**src/rtl/sys_call_ctrl_pkg.sv**
```systemverilog
// Shared types and constants for the system-call sequencer.
package sys_ctrl_pkg;

  localparam int unsigned CODE_W    = 3;
  localparam int unsigned DATA_W    = 32;
  localparam int unsigned TMO_CTR_W = 16;

  // Call codes (funct3 of the sys instruction)
  localparam logic [CODE_W-1:0] SYS_PUTC = 3'b000;
  localparam logic [CODE_W-1:0] SYS_EXIT = 3'b001;
  localparam logic [CODE_W-1:0] SYS_GETC = 3'b010;

  // Result returned to EX when the host never answers
  localparam logic [DATA_W-1:0] SYS_ERR_RESULT = 32'hFFFF_FFFF;

  typedef enum logic [1:0] {
    ST_IDLE  = 2'd0,
    ST_ISSUE = 2'd1,
    ST_WAIT  = 2'd2,
    ST_DONE  = 2'd3
  } sys_state_e;

  // Latched request payload presented to the host
  typedef struct packed {
    logic [CODE_W-1:0] code;
    logic [DATA_W-1:0] arg0;
    logic [DATA_W-1:0] arg1;
  } sys_req_t;

endpackage

```
**src/rtl/sys_call_ctrl_if.sv**
```systemverilog
// EX-side and host-side signals of the system-call sequencer.
interface sys_call_ctrl_if
  import sys_ctrl_pkg::*;
#(
  parameter int unsigned CNT_W = 16
);
  // EX stage
  logic              EX__sys_req;
  logic [CODE_W-1:0] EX__sys_code;
  logic [DATA_W-1:0] EX__sys_arg0;
  logic [DATA_W-1:0] EX__sys_arg1;
  logic              EX__adv;
  logic              sys__EX_done;
  logic [DATA_W-1:0] sys__EX_result;
  logic              sys__EX_err;
  // Host system port
  logic              host_req_valid;
  logic              host_req_ready;
  logic [CODE_W-1:0] host_req_code;
  logic [DATA_W-1:0] host_req_arg0;
  logic [DATA_W-1:0] host_req_arg1;
  logic              host_rsp_valid;
  logic [DATA_W-1:0] host_rsp_data;
  logic              host_rsp_ready;
  // Status
  logic              sys_busy;
  logic [CNT_W-1:0]  sys_call_count;

  // Controller view
  modport master (
    input  EX__sys_req, EX__sys_code, EX__sys_arg0, EX__sys_arg1, EX__adv,
    output sys__EX_done, sys__EX_result, sys__EX_err,
    output host_req_valid, host_req_code, host_req_arg0, host_req_arg1,
    input  host_req_ready,
    input  host_rsp_valid, host_rsp_data,
    output host_rsp_ready,
    output sys_busy, sys_call_count
  );

  // Pipeline / host environment view
  modport slave (
    output EX__sys_req, EX__sys_code, EX__sys_arg0, EX__sys_arg1, EX__adv,
    input  sys__EX_done, sys__EX_result, sys__EX_err,
    input  host_req_valid, host_req_code, host_req_arg0, host_req_arg1,
    output host_req_ready,
    output host_rsp_valid, host_rsp_data,
    input  host_rsp_ready,
    input  sys_busy, sys_call_count
  );
endinterface

```
**src/rtl/sys_timeout_ctr.sv**
```systemverilog
// Per-call cycle counter; flags when the call has used its cycle allowance.
module sys_timeout_ctr
  import sys_ctrl_pkg::*;
#(
  parameter int unsigned TIMEOUT_CYCLES = 1024
) (
  input  logic clk,
  input  logic rst_n,
  input  logic i_clr,
  input  logic i_en,
  output logic o_expired_c
);
  localparam logic [TMO_CTR_W-1:0] LIMIT = TMO_CTR_W'(TIMEOUT_CYCLES - 1);

  logic [TMO_CTR_W-1:0] r_cnt;

  // Count active cycles, parking at the limit so it never wraps
  always_ff @(posedge clk or negedge rst_n) begin
    if (!rst_n) begin
      r_cnt <= '0;
    end else if (i_clr) begin
      r_cnt <= '0;
    end else if (i_en && (r_cnt != LIMIT)) begin
      r_cnt <= r_cnt + TMO_CTR_W'(1);
    end
  end

  assign o_expired_c = (r_cnt == LIMIT);
endmodule

```
**src/rtl/sys_call_ctrl.sv**
```systemverilog
// Sequences a sys instruction from EX through a host request/response
// transaction, with abort on timeout, and hands result/err back to EX.
module sys_call_ctrl
  import sys_ctrl_pkg::*;
#(
  parameter int unsigned TIMEOUT_CYCLES = 1024,
  parameter int unsigned CNT_W          = 16
) (
  input logic            clk,
  input logic            rst_n,
  sys_call_ctrl_if.master bus
);
  sys_state_e         r_state;
  sys_req_t           r_req;
  logic               r_req_valid;
  logic               r_rsp_ready;
  logic               r_done;
  logic               r_err;
  logic               r_busy;
  logic [DATA_W-1:0]  r_result;
  logic [CNT_W-1:0]   r_count;

  logic w_active;
  logic w_tmo_clr;
  logic w_expired;
  logic w_rsp_take;
  logic w_abort;
  logic w_finish;

  assign w_active  = (r_state == ST_ISSUE) || (r_state == ST_WAIT);
  assign w_tmo_clr = !w_active;

  sys_timeout_ctr #(
    .TIMEOUT_CYCLES(TIMEOUT_CYCLES)
  ) u_tmo (
    .clk        (clk),
    .rst_n      (rst_n),
    .i_clr      (w_tmo_clr),
    .i_en       (w_active),
    .o_expired_c(w_expired)
  );

  // A response in WAIT beats a coincident timeout
  assign w_rsp_take = (r_state == ST_WAIT) && bus.host_rsp_valid;
  assign w_abort    = w_active && w_expired && !w_rsp_take;
  assign w_finish   = w_rsp_take || w_abort;

  // Call sequencer: state, holding registers, registered outputs, call counter
  always_ff @(posedge clk or negedge rst_n) begin
    if (!rst_n) begin
      r_state     <= ST_IDLE;
      r_req       <= '0;
      r_req_valid <= 1'b0;
      r_rsp_ready <= 1'b0;
      r_done      <= 1'b0;
      r_err       <= 1'b0;
      r_busy      <= 1'b0;
      r_result    <= '0;
      r_count     <= '0;
    end else if (w_finish) begin
      r_state     <= ST_DONE;
      r_req_valid <= 1'b0;
      r_rsp_ready <= 1'b0;
      r_done      <= 1'b1;
      r_result    <= w_rsp_take ? bus.host_rsp_data : SYS_ERR_RESULT;
      r_err       <= w_abort;
      if (r_count != '1) begin
        r_count <= r_count + CNT_W'(1);
      end
    end else begin
      case (r_state)
        ST_IDLE: begin
          if (bus.EX__sys_req) begin
            r_state     <= ST_ISSUE;
            r_req       <= '{code: bus.EX__sys_code,
                             arg0: bus.EX__sys_arg0,
                             arg1: bus.EX__sys_arg1};
            r_req_valid <= 1'b1;
            r_busy      <= 1'b1;
          end
        end
        ST_ISSUE: begin
          if (bus.host_req_ready) begin
            r_state     <= ST_WAIT;
            r_req_valid <= 1'b0;
            r_rsp_ready <= 1'b1;
          end
        end
        ST_WAIT: begin
        end
        ST_DONE: begin
          if (bus.EX__adv) begin
            r_state <= ST_IDLE;
            r_done  <= 1'b0;
            r_busy  <= 1'b0;
          end
        end
      endcase
    end
  end

  assign bus.sys__EX_done   = r_done;
  assign bus.sys__EX_result = r_result;
  assign bus.sys__EX_err    = r_err;
  assign bus.host_req_valid = r_req_valid;
  assign bus.host_req_code  = r_req.code;
  assign bus.host_req_arg0  = r_req.arg0;
  assign bus.host_req_arg1  = r_req.arg1;
  assign bus.host_rsp_ready = r_rsp_ready;
  assign bus.sys_busy       = r_busy;
  assign bus.sys_call_count = r_count;
endmodule

```
**src/flat_wrapper.sv**
```systemverilog
// flat-port wrapper written by rule: the top's interface ports become plain ports
module sys_call_ctrl_flat import sys_ctrl_pkg::*;
#(
  parameter int unsigned TIMEOUT_CYCLES = 1024,
  parameter int unsigned CNT_W          = 16
)
  (clk, rst_n, bus_EX__sys_req, bus_EX__sys_code, bus_EX__sys_arg0, bus_EX__sys_arg1, bus_EX__adv, bus_sys__EX_done, bus_sys__EX_result, bus_sys__EX_err, bus_host_req_valid, bus_host_req_code, bus_host_req_arg0, bus_host_req_arg1, bus_host_req_ready, bus_host_rsp_valid, bus_host_rsp_data, bus_host_rsp_ready, bus_sys_busy, bus_sys_call_count);
  sys_call_ctrl_if #(.CNT_W(CNT_W)) bus_i ();
  input logic clk;
  input logic rst_n;
  input wire logic [$bits(bus_i.EX__sys_req)-1:0] bus_EX__sys_req;
  input wire logic [$bits(bus_i.EX__sys_code)-1:0] bus_EX__sys_code;
  input wire logic [$bits(bus_i.EX__sys_arg0)-1:0] bus_EX__sys_arg0;
  input wire logic [$bits(bus_i.EX__sys_arg1)-1:0] bus_EX__sys_arg1;
  input wire logic [$bits(bus_i.EX__adv)-1:0] bus_EX__adv;
  output wire logic [$bits(bus_i.sys__EX_done)-1:0] bus_sys__EX_done;
  output wire logic [$bits(bus_i.sys__EX_result)-1:0] bus_sys__EX_result;
  output wire logic [$bits(bus_i.sys__EX_err)-1:0] bus_sys__EX_err;
  output wire logic [$bits(bus_i.host_req_valid)-1:0] bus_host_req_valid;
  output wire logic [$bits(bus_i.host_req_code)-1:0] bus_host_req_code;
  output wire logic [$bits(bus_i.host_req_arg0)-1:0] bus_host_req_arg0;
  output wire logic [$bits(bus_i.host_req_arg1)-1:0] bus_host_req_arg1;
  input wire logic [$bits(bus_i.host_req_ready)-1:0] bus_host_req_ready;
  input wire logic [$bits(bus_i.host_rsp_valid)-1:0] bus_host_rsp_valid;
  input wire logic [$bits(bus_i.host_rsp_data)-1:0] bus_host_rsp_data;
  output wire logic [$bits(bus_i.host_rsp_ready)-1:0] bus_host_rsp_ready;
  output wire logic [$bits(bus_i.sys_busy)-1:0] bus_sys_busy;
  output wire logic [$bits(bus_i.sys_call_count)-1:0] bus_sys_call_count;
  assign bus_i.EX__sys_req = bus_EX__sys_req;
  assign bus_i.EX__sys_code = bus_EX__sys_code;
  assign bus_i.EX__sys_arg0 = bus_EX__sys_arg0;
  assign bus_i.EX__sys_arg1 = bus_EX__sys_arg1;
  assign bus_i.EX__adv = bus_EX__adv;
  assign bus_sys__EX_done = bus_i.sys__EX_done;
  assign bus_sys__EX_result = bus_i.sys__EX_result;
  assign bus_sys__EX_err = bus_i.sys__EX_err;
  assign bus_host_req_valid = bus_i.host_req_valid;
  assign bus_host_req_code = bus_i.host_req_code;
  assign bus_host_req_arg0 = bus_i.host_req_arg0;
  assign bus_host_req_arg1 = bus_i.host_req_arg1;
  assign bus_i.host_req_ready = bus_host_req_ready;
  assign bus_i.host_rsp_valid = bus_host_rsp_valid;
  assign bus_i.host_rsp_data = bus_host_rsp_data;
  assign bus_host_rsp_ready = bus_i.host_rsp_ready;
  assign bus_sys_busy = bus_i.sys_busy;
  assign bus_sys_call_count = bus_i.sys_call_count;
  sys_call_ctrl #(.TIMEOUT_CYCLES(TIMEOUT_CYCLES), .CNT_W(CNT_W)) u_core (.clk(clk), .rst_n(rst_n), .bus(bus_i));
endmodule
```
**config.mk**
```make
export PLATFORM = sky130hd
export DESIGN_NAME = sys_call_ctrl_flat
export DESIGN_NICKNAME = d
export VERILOG_FILES = /design/src/rtl/sys_call_ctrl_pkg.sv /design/src/rtl/sys_call_ctrl_if.sv /design/src/rtl/sys_timeout_ctr.sv /design/src/rtl/sys_call_ctrl.sv /design/src/flat_wrapper.sv
export SDC_FILE = /design/constraint.sdc
export NUM_CORES = 1
export LEC_CHECK = 0
export CAP_MARGIN = 20
export CORE_ASPECT_RATIO = 1.5
export CORE_UTILIZATION = 40
export DETAILED_ROUTE_END_ITERATION = 7
export HOLD_SLACK_MARGIN = 0.12
export PLACE_DENSITY = 0.74
export SYNTH_ARGS = -nofsm -noshare
export SYNTH_HDL_FRONTEND = slang
export SYNTH_SLANG_ARGS = --single-unit
```
**constraint.sdc**
```tcl
create_clock -name clk -period 3.27 [get_ports clk]
set_input_delay 0.4905 -clock clk [delete_from_list [all_inputs] [get_ports clk]]
set_output_delay 0.4905 -clock clk [all_outputs]
set_load 0.01 [all_outputs]
```
==> impl_metrics.yaml, run 1 <==
placement:
  dp.cells: 821
  portBuffers: 224
  dp_hpwl_um: 10700
  pre_cts_ws_ns: 0.591
  place.gp.congestion: 0.847
detailed_routing:
  vias_per_cell: 5.12
  drc: 0
  ant_nets: 0
  postRouteWirelength_um: 15100
  vias: 4381
  drt_iter0_markers: 212
  drt_first_pass_iters: 6
  wl_per_cell_um: 17.6
clock_tree:
  clockBufferDepth: 2
  path_clk_slew_ns: 0.06
  h-tree-depth: 4
  cts_setup_buffers: 0
  cts_tree: "built"
  cts_made_buffers: 17
  clock-sinks: 138
  cts_root_buffer: "clkbuf_16"
  clkLatencyLatePin_ns: 0.40
timing:
  fin_crit_sh: 0.815
  finalWorstSetupSlack_ns: 0.604
  setup_tns_ns: 0
  clock.fmax_ghz: 0.375
  hold_violations: 0
  timing.slew.headroom: 0.292
  drv_slew: 0
  final-setup-viol-count: 0
  rsz0062_at_grt: "no"
  fin_crit_ns: 2.67
  skew_ns: 0.00956
  worstMarginPinSlew_ns: 1.06
logic_synthesis:
  syn_inst: 418
  ys.flop_type: "dfrtp_1"
  yosys_warnings: 0
  synth_area_um2: 5750
  synthTopCellsByCount: "dfrtp_1, mux2_2, o22a_1"
  synth_area_leader_cell: "dfrtp_1"
  synth_seq_area_share: 0.601
  avgSynthCellArea_um2: 13.8
  synth-edff-count: 0
  synth_top_area_frac: 0.601
  syn_nets: 529
  synthArstFlopShare: 1.00
  ys_seq_elements: 138
  ys_types: 40
  ys_top_cells_by_area: "dfrtp_1, mux2_4, mux2_2"
  yosysMostFrequentCell: "dfrtp_1"
worst_setup_path:
  crit_family: "simple AND/OR/NAND/NOR gates"
  criticalPathCategory: "reg2reg"
  ff2ff_path_depth: 6
  critPathBufInv: 1
  path_cells: "inv_1, ha_1, nand4_1, o41a_1, and3_4, mux2_2"
  critical_path_peak_fanout: 67
  endpoint_kind: "flop"
  worstReg2RegStart: "u_core.r_state[0]"
  arrival_ns: 2.95
  r2r_setup_slack_ns: 0.60
  worst_r2r_endpoint: "u_core.bus.host_req_arg0[31]"
  start_kind: "flop"
  worst_ep_required_time_ns: 3.56
  cpPeakStageDelay_ns: 0.90
  cp_slowest_cell: "and3_4"
die:
  rows: 53
  coreArea_um2: 14000
  die_w_um: 99.9
  num_io_pins: 225
  die_area_um2: 14900
  start_util: 0.411
  die_h_um: 149
worst_hold_path:
  hp-class: "in2async"
global_routing:
  track_usage: 0.206
  antenna_found_initial: 1
  grt_max_degree: 118
  grt_pass1_vias: 4620
  gr-total-overflow: 0
  grt_pass1_wl_um: 23800
final_layout:
  finalNonFillerCells: 856
  drive_above_1_share: 0.170
  syn2layout_area_growth_pct: 53.4
  fill_cells: 1112
  nets: 761
job:
  max_cap_violations: 0
power:
  vdd_drop_max_v: 0.000495
  power_density_nw_per_um2: 953
  leakagePower_uw: 0.00361
run_status:
  status: "completed"
worst max-delay path by stage:
stage                        from                            to  depth (start not counted)
2_1_floorplan   u_core.r_state[0]   u_core.bus.host_req_arg1[0]                         11
3_3_place_gp   bus_host_rsp_valid  u_core.bus.host_req_arg0[26]                          5
3_5_place_dp    u_core.r_state[0]  u_core.bus.host_req_arg0[31]                          6
4_1_cts         u_core.r_state[0]   u_core.bus.host_req_arg0[3]                          6
5_1_grt         u_core.r_state[0]   u_core.bus.host_req_code[0]                          6
6_report        u_core.r_state[0]  u_core.bus.host_req_arg0[31]                          6
layer usage:
layer / vias to the layer above / wire [µm] / GRT usage
met2: 179 / 8130 / 0.371
li1: 2000 / - / -
met1: 2185 / 5650 / 0.233
met5: - / 0 / 0
met4: 0 / 250 / 0.0632
met3: 17 / 1030 / 0.0595
power breakdown:
part / leakage [µW] / internal, µW / switching [µW] / total (µW)
Clock: 0.000281 / 1140 / 767 / 1910
Sequential: 0.00161 / 2440 / 483 / 2920
Combinational: 0.00172 / 2160 / 1410 / 3570
sequential cells by signal, indices dropped and copies added (netlist names):
| name | count |
|---|---|
| u_core.bus.host_req_arg1 | 32 |
| u_core.bus.sys__EX_done | 1 |
| u_core.bus.host_req_code | 3 |
| u_core.r_state | 2 |
| u_core.bus.sys__EX_result | 32 |
| u_core.bus.sys_call_count | 16 |
| u_core.bus.host_req_arg0 | 32 |
| u_core.u_tmo.r_cnt | 16 |
| u_core.bus.sys__EX_err | 1 |
| u_core.bus.host_req_valid | 1 |
| u_core.bus.host_rsp_ready | 1 |
| u_core.bus.sys_busy | 1 |
stage by stage:
stage                     hold slack [ns]  area (µm²)  power, µW   util
final                               0.488        8820       8400  0.630
after global routing                0.475        8820       8890  0.630
after CTS                           0.292        8780       8490  0.627
after detailed placement            0.478        8190       6530  0.585
after global placement              0.470        8190       6400  0.585
after floorplan                     0.195        5750       4600      -
repair_timing:
| action | CTS | global route |
|---|---|---|
| hold buffers | 0 | 1 |
| hold endpoints to repair | 0 | 15 |
| gates resized for setup | 0 | 0 |
placed cells by master (no fill, tap or decap), types with 10 or more instances in the layout:
master / n
clkbuf_16: 17
clkdlybuf4s50_1: 223
xor2_1: 14
o22a_1: 32
mux2_4: 30
mux2_2: 38
nand4_1: 10
nor4_1: 12
dfrtp_1: 138
nor2_1: 11
nand2_1: 23
area by class of cell:
cell class	instances	area (µm²)	share of cell area
inverter	6	22.5	0.00255
antenna	1	2.50	0.000284
sequential	138	3450	0.392
clock inverter	14	160	0.0182
timing repair buffer	235	2350	0.266
clock buffer	18	429	0.0487
multi-input combinational	252	2160	0.245
tap	192	240	0.0272
logic make-up (layout without fill, tap and decap cells):
| family | Yosys count | after routing | synth area share |
|---|---|---|---|
| other | 0 | 1 | 0 |
| muxes | 76 | 76 | 0.167 |
| adders and majority gates | 6 | 6 | 0.0131 |
| xor gates and xnor gates | 16 | 16 | 0.0244 |
| DFF | 138 | 138 | 0.601 |
| buffers and inverters | 28 | 273 | 0.0259 |
| and+or+nand+nor | 96 | 96 | 0.0890 |
| AOI/OAI and AO/OA | 58 | 58 | 0.0803 |
worst reg2reg max path, stage by stage, from the launching register on:
cell and delay (ns):
dfrtp_1 0.40, inv_1 0.08, ha_1 0.32, nand4_1 0.20, o41a_1 0.19, and3_4 0.90
mux2_2 0.46
(Power assumes the default switching activity.)
==> run 2: changes to the inputs <==
clock period = 2.5 ns   (was 3.27 ns; I/O delays follow)
==> impl_metrics.yaml, run 2 (same netlist as run 1, synthesis figures left out) <==
die:
  die_w_um: 99.9
  rows: 53
  die_area_um2: 14900
  start_util: 0.411
  die_h_um: 149
  num_io_pins: 225
  coreArea_um2: 14000
final_layout:
  diodes: 0
  mostFrequentLayoutCell: "clkdlybuf4s50_1"
  fill_cells: 1087
  final_cell_mix: "clkdlybuf4s50_1, dfrtp_1, mux2_2"
  final_area_um2: 8910
  syn2layout_area_growth_pct: 54.9
  multi_input_area_um2: 2180
  final_util: 0.637
  seqCellArea_um2: 3450
  nets: 766
  drive_above_1_share: 0.180
detailed_routing:
  vias: 4389
  ant_nets: 0
  drt_iter0_markers: 155
  postRouteWirelength_um: 15200
  wl_per_cell_um: 17.7
  drt_first_pass_iters: 4
  drc: 0
  vias_per_cell: 5.10
global_routing:
  track_usage: 0.209
  gr-total-overflow: 0
  grt_pass1_vias: 4592
  grt_max_degree: 67
  grt_pass1_wl_um: 23900
  antenna_found_initial: 0
worst_setup_path:
  worst_ep_required_time_ns: 2.81
  critical_path_peak_fanout: 18
  criticalPathCategory: "reg2reg"
  arrival_ns: 2.72
  path_cells: "or4_1, o41a_1, buf_4, nor2_2, mux2_2"
  start_kind: "flop"
  cp_slowest_cell: "or4_1"
  endpoint_kind: "flop"
  cpPeakStageDelay_ns: 0.57
timing:
  setup_tns_ns: 0
  final-setup-viol-count: 0
  skew_ns: 0.0108
  fin_crit_ns: 2.41
  timing.slew.headroom: 0.576
  clock.fmax_ghz: 0.414
  worstMarginPinSlew_ns: 0.636
  drv_slew: 0
  hold_violations: 0
  fin_crit_sh: 0.966
  hold_slack_ns: 0.488
worst_hold_path:
  hp-class: "reg2reg"
clock_tree:
  clockBufferDepth: 2
  cts_tree: "built"
  cts_made_buffers: 17
  path_clk_slew_ns: 0.07
  clock-sinks: 138
  cts_root_buffer: "clkbuf_16"
  clkLatencyLatePin_ns: 0.42
  h-tree-depth: 4
power:
  power_switching_uw: 3520
  share_seq_of_total_power: 0.341
  comb_power_share: 0.423
  total_power_uw: 11200
  clockPowerShare: 0.236
  vdd_drop_max_v: 0.000684
  leakagePower_uw: 0.00365
  swShare: 0.315
  power_density_nw_per_um2: 1260
  cell_internal_pwr_uw: 7660
placement:
  portBuffers: 224
  postPlaceCellArea_um2: 8250
  place.gp.congestion: 0.790
  dp_hpwl_um: 10700
run_status:
  status: "completed"
job:
  max_cap_violations: 0
run 2: cell count changes in the layout (fill, tap and decap cells not counted), moves of 2 or more:
cell	before	now
inv_6	6	4
buf_4	9	12
clkinvlp_4	3	1
buf_12	0	2
clkinv_4	1	3
run 2: stage by stage:
step                      instances  setup WS (ns)
after floorplan                 418        -0.0199
after global placement          826        -0.0253
after detailed placement        826        -0.0989
after CTS                       860         0.0881
after global routing            860       -0.00222
final                           860         0.0855
run 2: metal layers:
layer  vias to the layer above  global-route usage  routed length (µm)
li1                       2010                   -                   -
met1                      2191               0.240                6000
met2                       165               0.361                7910
met3                        23              0.0651                 951
met4                         0              0.0779                 379
met5                         -                   0                   0
run 2: worst paths after layout:
kind                                                from  cells after the start  slack (ns)                       endpoint
max                               u_core.u_tmo.r_cnt[12]                      5        0.09   u_core.bus.sys_call_count[1]
min                        u_core.bus.sys__EX_result[28]                      1        0.49  u_core.bus.sys__EX_result[28]
max reg2reg                       u_core.u_tmo.r_cnt[12]                      5        0.09   u_core.bus.sys_call_count[1]
min reg2reg                u_core.bus.sys__EX_result[28]                      1        0.49  u_core.bus.sys__EX_result[28]
max in group asynchronous                          rst_n                      3        1.22  u_core.bus.sys__EX_result[10]
min in group asynchronous                          rst_n                      2        0.52   u_core.bus.host_req_arg1[19]
run 2: cell type report:
type / instances / area share
clock buffers: 19 / 0.0497
repair buffers: 239 / 0.268
inverters: 6 / 0.00253
flip-flops and latches: 138 / 0.388
multi-input cells: 253 / 0.245
well taps: 192 / 0.0270
clock inverters: 13 / 0.0204
run 2: power groups by stage:
stage / clock network (µW) / logic, µW / registers, µW
after global placement: 0 / 4610 / 3770
after CTS: 2700 / 4780 / 3820
after detailed placement: 0 / 4720 / 3830
after floorplan: 0 / 1870 / 4200
final: 2640 / 4730 / 3810
after global routing: 2810 / 5050 / 3940
run 2: critical path, delay by kind of cell (launching register included):
kind	cells	cell delay, ns
AOI/OAI and AO/OA	1	0.54
buffers and inverters	1	0.25
DFF	1	0.42
muxes	1	0.35
and+or+nand+nor	2	0.76
run 2: timing repair:
action,CTS,global route
pin swaps,0,1
gates resized for setup,1,2
hold buffers,1,0
setup endpoints to repair,67,5
gates cloned,1,0
endpoints found under the hold margin,63,0
setup buffers,0,0
